===== src/rtl/piso_stream.sv =====
// Streaming parallel-in/serial-out serializer: whole frames in on valid/ready,
// LANES words per beat out on valid/ready, with a one-frame holding slot.
module piso_stream #(
    parameter  int WIDTH     = 8,
    parameter  int NUM_TAPS  = 4,
    parameter  int LANES     = 1,
    parameter  int MSB_FIRST = 1,
    localparam int BEATS     = NUM_TAPS / LANES,
    localparam int IW        = (BEATS > 1) ? $clog2(BEATS) : 1
) (
    input  logic                      clkext,
    input  logic                      rst_n,
    input  logic                      clr,
    input  logic                      in_valid,
    output logic                      in_ready,
    input  logic [WIDTH*NUM_TAPS-1:0] data_in,
    output logic                      out_valid,
    input  logic                      out_ready,
    output logic [WIDTH*LANES-1:0]    data_out,
    output logic                      out_last,
    output logic [IW-1:0]             beat_idx,
    output logic [15:0]               frame_cnt
);

    localparam int FW = WIDTH * NUM_TAPS;
    localparam int BW = WIDTH * LANES;
    localparam logic [IW-1:0] LAST_BEAT = IW'(BEATS - 1);

    // State encoding is literally {hold valid, active valid}.
    typedef enum logic [1:0] {
        EMPTY = 2'b00,
        BUSY  = 2'b01,
        FULL  = 2'b11
    } state_t;

    state_t          state_reg, state_next;
    logic [FW-1:0]   active_reg, hold_reg;
    logic [IW-1:0]   beat_reg, beat_next;
    logic [15:0]     cnt_reg, cnt_next;
    logic            in_ready_reg;
    logic            load_active, load_hold, promote;
    logic            in_fire, out_fire, last_fire, at_last;
    logic [BW-1:0]   slice [BEATS];

    assign out_valid = (state_reg != EMPTY);
    assign at_last   = (beat_reg == LAST_BEAT);
    assign in_fire   = in_valid && in_ready_reg;
    assign out_fire  = out_valid && out_ready;
    assign last_fire = out_fire && at_last;

    always_comb begin
        state_next  = state_reg;
        beat_next   = beat_reg;
        cnt_next    = cnt_reg;
        load_active = 1'b0;
        load_hold   = 1'b0;
        promote     = 1'b0;
        if (clr) begin
            state_next = EMPTY;
            beat_next  = '0;
            cnt_next   = '0;
        end else begin
            if (out_fire) begin
                beat_next = at_last ? '0 : beat_reg + 1'b1;
            end
            if (last_fire) begin
                cnt_next = cnt_reg + 16'd1;
            end
            case (state_reg)
                EMPTY: begin
                    if (in_fire) begin
                        load_active = 1'b1;
                        state_next  = BUSY;
                    end
                end
                BUSY: begin
                    // A frame arriving alongside the last beat goes straight to ACTIVE.
                    if (last_fire) begin
                        if (in_fire) begin
                            load_active = 1'b1;
                        end else begin
                            state_next = EMPTY;
                        end
                    end else if (in_fire) begin
                        load_hold  = 1'b1;
                        state_next = FULL;
                    end
                end
                FULL: begin
                    if (last_fire) begin
                        promote    = 1'b1;
                        state_next = BUSY;
                    end
                end
                default: state_next = EMPTY;
            endcase
        end
    end

    always_ff @(posedge clkext or negedge rst_n) begin
        if (!rst_n) begin
            state_reg    <= EMPTY;
            beat_reg     <= '0;
            cnt_reg      <= '0;
            in_ready_reg <= 1'b0;
        end else begin
            state_reg    <= state_next;
            beat_reg     <= beat_next;
            cnt_reg      <= cnt_next;
            in_ready_reg <= (state_next != FULL);
        end
    end

    // Frame payload needs no reset: data_out is gated by out_valid.
    always_ff @(posedge clkext) begin
        if (load_active) begin
            active_reg <= data_in;
        end else if (promote) begin
            active_reg <= hold_reg;
        end
        if (load_hold) begin
            hold_reg <= data_in;
        end
    end

    for (genvar gi = 0; gi < BEATS; gi++) begin : g_slice
        localparam int SEL = (MSB_FIRST != 0) ? (BEATS - 1 - gi) : gi;
        assign slice[gi] = active_reg[BW*SEL +: BW];
    end

    assign data_out  = out_valid ? slice[beat_reg] : '0;
    assign out_last  = out_valid && at_last;
    assign beat_idx  = beat_reg;
    assign frame_cnt = cnt_reg;
    assign in_ready  = in_ready_reg;

endmodule


===== config.mk =====
export PLATFORM = sky130hd
export DESIGN_NAME = piso_stream
export DESIGN_NICKNAME = d
export VERILOG_FILES = /design/src/rtl/piso_stream.sv
export SDC_FILE = /design/constraint.sdc
export NUM_CORES = 1
export LEC_CHECK = 0
export BUFFER_PORTS_ARGS = -buffer_cell sky130_fd_sc_hd__buf_2
export CAP_MARGIN = 20
export CORE_ASPECT_RATIO = 0.5
export CORE_MARGIN = 4
export CORE_UTILIZATION = 55
export CTS_CLUSTER_SIZE = 12
export DETAILED_ROUTE_END_ITERATION = 10
export PLACE_DENSITY_LB_ADDON = 0.05
export SYNTH_ARGS = -nofsm -noshare
export SYNTH_HDL_FRONTEND = slang
export SYNTH_SLANG_ARGS = --single-unit
export TNS_END_PERCENT = 50

===== constraint.sdc =====
create_clock -name clkext -period 7.35 [get_ports clkext]
set_clock_uncertainty 0.2 [all_clocks]
set_input_delay 1.47 -clock clkext [delete_from_list [all_inputs] [get_ports clkext]]
set_output_delay 1.47 -clock clkext [all_outputs]
set_load 0.005 [all_outputs]

==> impl_metrics.toml, run 1 <==
[synth]
synth_top_area_cell = "edfxtp_1"
ys_seq_elements = 85
synth_area_leaders = "edfxtp_1 (53%), dfrtp_1 (15%), mux2_2 (9.7%), mux4_2 (5.0%), nor2b_1 (1.6%)"
syn_inst = 230
yosysTopAreaCellShare = 0.533
yosysSeqAreaShare = 0.679
ys_types = 36
ys.warnings.count = 0
mappedNetlistNets = 269
synth_area_per_cell_um2 = 15.7
synth_area_mm2 = 0.00361

[timing]
tightest_slew_ps = 1070
fin_crit_ps = 3720
setup_viol = 0
slew_headroom = 0.285
final_hold_viol_count = 0
max_freq_mhz = 269
rsz0062_at_grt = "false"
fin_tns_setup_ps = 0
fin_crit_sh = 0.506
finalWorstSetupSlack_ps = 3630
slew_violations = 0

[finish]
drive_gt1_frac = 0.405
num_antenna_cells = 0
final_common_cell = "buf_2"
final_nets = 338
synthToLayoutAreaGrowth_pct = 20.5
fin_util = 0.700
fill_cells = 442
layout_common_cells = "buf_2 (65), edfxtp_1 (64), mux2_2 (31)"

[clock_network]
cts_tree = "built"
ctsHoldBuffers = 0
cts_root_buffer = "clkbuf_16"
clock_latency_ps = 330
cts_resized = 0
post_cts_buffers = 0
cts_max_level = 3
path_clk_slew_ps = 60
clock-sinks = 85
cts_buffers = 9
cts_buffer_depth = 2

[power_and_ir_drop]
power.density_mw_per_mm2 = 247
ir_drop_mv = 0.224
p_leak_nw = 1.67
total_power_mw = 1.07

[routing]
drtPass1Iterations = 4
wl_per_cell_um = 16.4
vias = 2154
viasPerCell = 5.49
wirelength_um = 6430
ant_nets = 0
drc_errors = 0
initialDrtViolationCount = 112

[worst_setup_path]
worstPathMaxFanout = 11
r2r_cells = 5
worstPathRequired_ps = 5680
r2r_start = "beat_idx[0]$_DFFE_PN0P_"
cp-start-kind = "flip-flop"
r2r_end = "active_reg[2]$_DFFE_PP_"
arrival_ps = 2050
regToRegSetupSlack_ps = 4190
cp-end-kind = "output port"
crit_type = "flip-flop to output port"

[hold_path]
min_path_cells = 1
hold_class = "flip-flop to flip-flop"
min_to = "active_reg[31]$_DFFE_PP_"
worstHoldStart = "hold_reg[31]$_DFFE_PP_"

[run_status]
status = "complete, no violations"

[global_route]
grt_pass1_wl_um = 10700
grt_remaining_overflow = 0
grt_max_degree = 33
first_global_vias = 2216
grt.total_usage = 0.183
antenna_found_initial = 0

[floorplan]
die_x_um = 123
dieArea_mm2 = 0.00799
start_util = 0.581
ios = 66
num_rows = 20
core_mm2 = 0.00621
die_height_um = 65.3

[place]
pre_cts_ws_ps = 3590
hpwl_um = 4370
portBuffers = 65
gp_congestion = 0.865

[flow_run]
cap_violations = 0
## report_power, final
group / switching [mW] / internal, mW
Combinational: 0.0332 / 0.0347
Clock: 0.164 / 0.297
Sequential: 0.00932 / 0.536
Total: 0.206 / 0.867
## cells in the mapped netlist, drive strengths merged
cell type / number
mux2: 32
nand2: 8
mux4: 8
ha: 2
or2: 1
clkbuf: 3
nor2: 13
nor2b: 9
dfrtp: 21
nand2b: 1
and3: 3
a21oi: 9
o21ai: 9
a2111oi: 1
or4: 2
or3: 4
nand3b: 2
nor3: 3
mux2i: 2
a31o: 1
xnor2: 6
nand3: 3
inv: 4
nor4: 3
a211oi: 2
o211ai: 1
nand4: 2
nand4b: 2
buf: 6
xor2: 3
edfxtp: 64
## cells by family after synthesis
group                      after synthesis  synth area share
AOI/OAI and AO/OA                       23            0.0375
xor gates and xnor gates                 9            0.0219
adders and majority gates                2           0.00694
buffers and inverters                   13            0.0153
DFF                                     85             0.679
muxes                                   42             0.155
and+or+nand+nor                         56            0.0843
## how the worst max path moves through the flow
stage	startpoint	to	slack, ps
after floorplan	out_ready	active_reg[0]$_DFFE_PP_	1140
after global placement	out_ready	hold_reg[12]$_DFFE_PP_	3670
after detailed placement	out_ready	hold_reg[3]$_DFFE_PP_	3590
after CTS	beat_idx[0]$_DFFE_PN0P_	data_out[2]	3570
after global routing	beat_idx[0]$_DFFE_PN0P_	data_out[7]	3470
final	beat_idx[0]$_DFFE_PN0P_	data_out[2]	3630
## metrics by stage
step | hold WS [ps] | area, um2 | std cells
2_1_floorplan | 301 | 3610 | 230
6_report | 344 | 4350 | 392
3_5_place_dp | 321 | 4040 | 376
4_1_cts | 351 | 4350 | 392
5_1_grt | 364 | 4350 | 392
3_3_place_gp | 318 | 4040 | 376
## worst max-delay path, cell delays in order, from the launching register on
cell	delay [ps]
dfrtp_1	820
mux4_2	590
nor2b_1	140
buf_2	160
## layer usage
layer	vias up	routed length, um	GRT usage
li1	1019	-	-
met4	0	62	0.0614
met5	-	0	0
met2	61	3220	0.308
met1	1066	2710	0.213
met3	8	440	0.0765
## final cells by class
class | instances | area (um2) | share of cell area
Multi-Input combinational cell | 132 | 1120 | 0.259
Timing Repair Buffer | 67 | 340 | 0.0783
Clock inverter | 4 | 72.6 | 0.0167
Tap cell | 88 | 110 | 0.0253
Sequential cell | 85 | 2450 | 0.563
Inverter | 4 | 15.0 | 0.00345
Clock buffer | 12 | 236 | 0.0544
No activity file was read; power rests on OpenSTA's default activity.
==> inputs of run 2 (changes only) <==
ABC_AREA = 1   (was not set)
CORE_UTILIZATION = 50   (was 55)
clock period = 3.42 ns   (was 7.35 ns; I/O delays follow)
==> impl_metrics.toml, run 2 <==
[finish]
synthToLayoutAreaGrowth_pct = 18.3
seq_area_mm2 = 0.00245
final_nets = 500
fill_cells = 595
final_common_cell = "nand2_1"
drive_gt1_frac = 0.249
layout_common_cells = "nand2_1 (75), buf_2 (65), edfxtp_1 (64)"
final_area_mm2 = 0.00463
num_antenna_cells = 0
multiInputGateArea_mm2 = 0.00118
fin_util = 0.621

[global_route]
grt_remaining_overflow = 0
first_global_vias = 2791
grt_max_degree = 44
antenna_found_initial = 0
grt_pass1_wl_um = 13200
grt.total_usage = 0.181

[worst_setup_path]
r2r_cells = 7
worstPathRequired_ps = 2540
crit_chain = "clkinv_1, nor2_1, o21ai_0, a21oi_1, buf_2"
arrival_ps = 1860
regToRegSetupSlack_ps = 930
critPathMaxStageDelay_ps = 550
crit_type = "flip-flop to output port"
cp-start-kind = "flip-flop"
cpLargestDelayFamily = "flip-flops"
cp-end-kind = "output port"
path_buf_inv = 2
worstPathMaxFanout = 11
r2r_start = "beat_idx[1]$_DFFE_PN0P_"
slowest_stage = "dfrtp_1"
r2r_end = "active_reg[19]$_DFFE_PP_"

[synth]
synth_area_leaders = "edfxtp_1 (49%), dfrtp_1 (13%), nand2_1 (7.2%), nor2_1 (5.4%), o21ai_2 (4.9%)"
ys_seq_elements = 85
synth_edf_count = 64
synth_async_sr_flop_share = 0.247
ys_top_cells_by_count = "nand2_1 (75), edfxtp_1 (64), nor2_1 (56)"
synth_area_mm2 = 0.00392
ys.warnings.count = 0
ys_types = 24
yosysSeqAreaShare = 0.625
synth-main-ff-cell = "edfxtp_1"
synth_top_area_cell = "edfxtp_1"
mappedNetlistNets = 432
syn_inst = 393
synth_area_per_cell_um2 = 9.97
yosysMostFrequentCell = "nand2_1"
yosysTopAreaCellShare = 0.491

[timing]
finalWorstSetupSlack_ps = 674
tightest_slew_ps = 511
fin_tns_setup_ps = 0
slew_headroom = 0.660
fin_crit_ps = 2750
max_freq_mhz = 364
final_hold_viol_count = 0
rsz0062_at_grt = "false"
fin_crit_sh = 0.803
setup_viol = 0
slew_violations = 0

[power_and_ir_drop]
switching_share = 0.234
p_sw_uw = 548
total_power_mw = 2.34
p_clk_frac = 0.414
seqPwrFrac = 0.500
power.density_mw_per_mm2 = 505
p_int_mw = 1.79
p_leak_nw = 2.03
ir_drop_mv = 0.266
combPwrFrac = 0.086

[place]
pre_cts_ws_ps = 911
dpl-instance-area_mm2 = 0.00434
portBuffers = 65
hpwl_um = 5760
gp_congestion = 0.862

[floorplan]
die_x_um = 133
ios = 66
start_util = 0.525
die_height_um = 70.6
num_rows = 22
core_mm2 = 0.00746
dieArea_mm2 = 0.00940

[clock_network]
cts_tree = "built"
cts_max_level = 3
clock_latency_ps = 340
cts_root_buffer = "clkbuf_16"
path_clk_slew_ps = 60
post_cts_buffers = 0
clock-sinks = 85
ctsHoldBuffers = 0
cts_buffers = 9
cts_resized = 0
cts_buffer_depth = 2

[flow_run]
cap_violations = 0

[routing]
wirelength_um = 8080
drtPass1Iterations = 4
viasPerCell = 4.97
wl_per_cell_um = 14.1
drc_errors = 0
ant_nets = 0
vias = 2850
initialDrtViolationCount = 142

[hold_path]
hold_class = "input pin to asynchronous set/reset pin"

[run_status]
status = "complete, no violations"
run 2: changes by cell type after synthesis, sizes merged, moves of 4 or more:
| cell | before | now |
|---|---|---|
| xnor2 | 6 | 0 |
| nor2 | 13 | 56 |
| mux2 | 32 | 0 |
| or3 | 4 | 0 |
| nor2b | 9 | 0 |
| inv | 4 | 55 |
| nand2 | 8 | 77 |
| a21oi | 9 | 18 |
| nand4 | 2 | 10 |
| mux4 | 8 | 0 |
| nand3 | 3 | 10 |
| o21ai | 9 | 56 |
run 2: how the worst max path moves through the flow:
stage / slack (ps) / from / cells past startpoint / end
6_report: 670 / beat_idx[1]$_DFFE_PN0P_ / 5 / data_out[2]
5_1_grt: 520 / beat_idx[1]$_DFFE_PN0P_ / 5 / data_out[5]
4_1_cts: 660 / beat_idx[0]$_DFFE_PN0P_ / 5 / data_out[2]
3_5_place_dp: 910 / out_ready / 7 / active_reg[19]$_DFFE_PP_
3_3_place_gp: 970 / out_ready / 7 / active_reg[14]$_DFFE_PP_
2_1_floorplan: 250 / out_ready / 5 / active_reg[0]$_DFFE_PP_
run 2: power groups by stage:
| stage | logic, mW | clock network (mW) | registers, mW |
|---|---|---|---|
| 3_3_place_gp | 0.195 | 0 | 1.19 |
| 3_5_place_dp | 0.203 | 0 | 1.19 |
| 5_1_grt | 0.227 | 1.04 | 1.17 |
| 2_1_floorplan | 0.128 | 0 | 1.19 |
| 6_report | 0.201 | 0.968 | 1.17 |
| 4_1_cts | 0.204 | 0.994 | 1.17 |
run 2: kinds of logic (layout without fill, tap and decap cells):
group	Yosys count	after routing	share of synthesized area
AOI/OAI and AO/OA	77	77	0.121
adders and majority gates	2	2	0.00639
buffers and inverters	70	143	0.0783
DFF	85	85	0.625
and+or+nand+nor	159	159	0.170
run 2: layout make-up:
class / instances / area share
Tap cell: 108 / 0.0292
Inverter: 57 / 0.0462
Sequential cell: 85 / 0.528
Clock buffer: 9 / 0.0486
Multi-Input combinational cell: 238 / 0.254
Clock inverter: 7 / 0.0157
Timing Repair Buffer: 70 / 0.0783
run 2: per-stage QoR:
step | cells | hold slack, ps
floorplan | 393 | 188
global placement | 558 | 308
detailed placement | 558 | 318
CTS | 574 | 114
global route | 574 | 141
finish | 574 | 111
run 2: worst register-to-register path, cell delays in order (launching register included):
cell and delay, ps:
dfrtp_1 500, ha_1 290, nand3_4 150, nand2_2 100, nand4_1 120, buf_4 420, buf_4 380, o21ai_2 80
run 2: per-layer routing:
metal,vias to the layer above,GRT usage,part of all wire
met5,-,0,0
met4,0,0.0536,0.012
met3,10,0.0689,0.069
met1,1331,0.233,0.46
met2,67,0.289,0.46
li1,1442,-,-
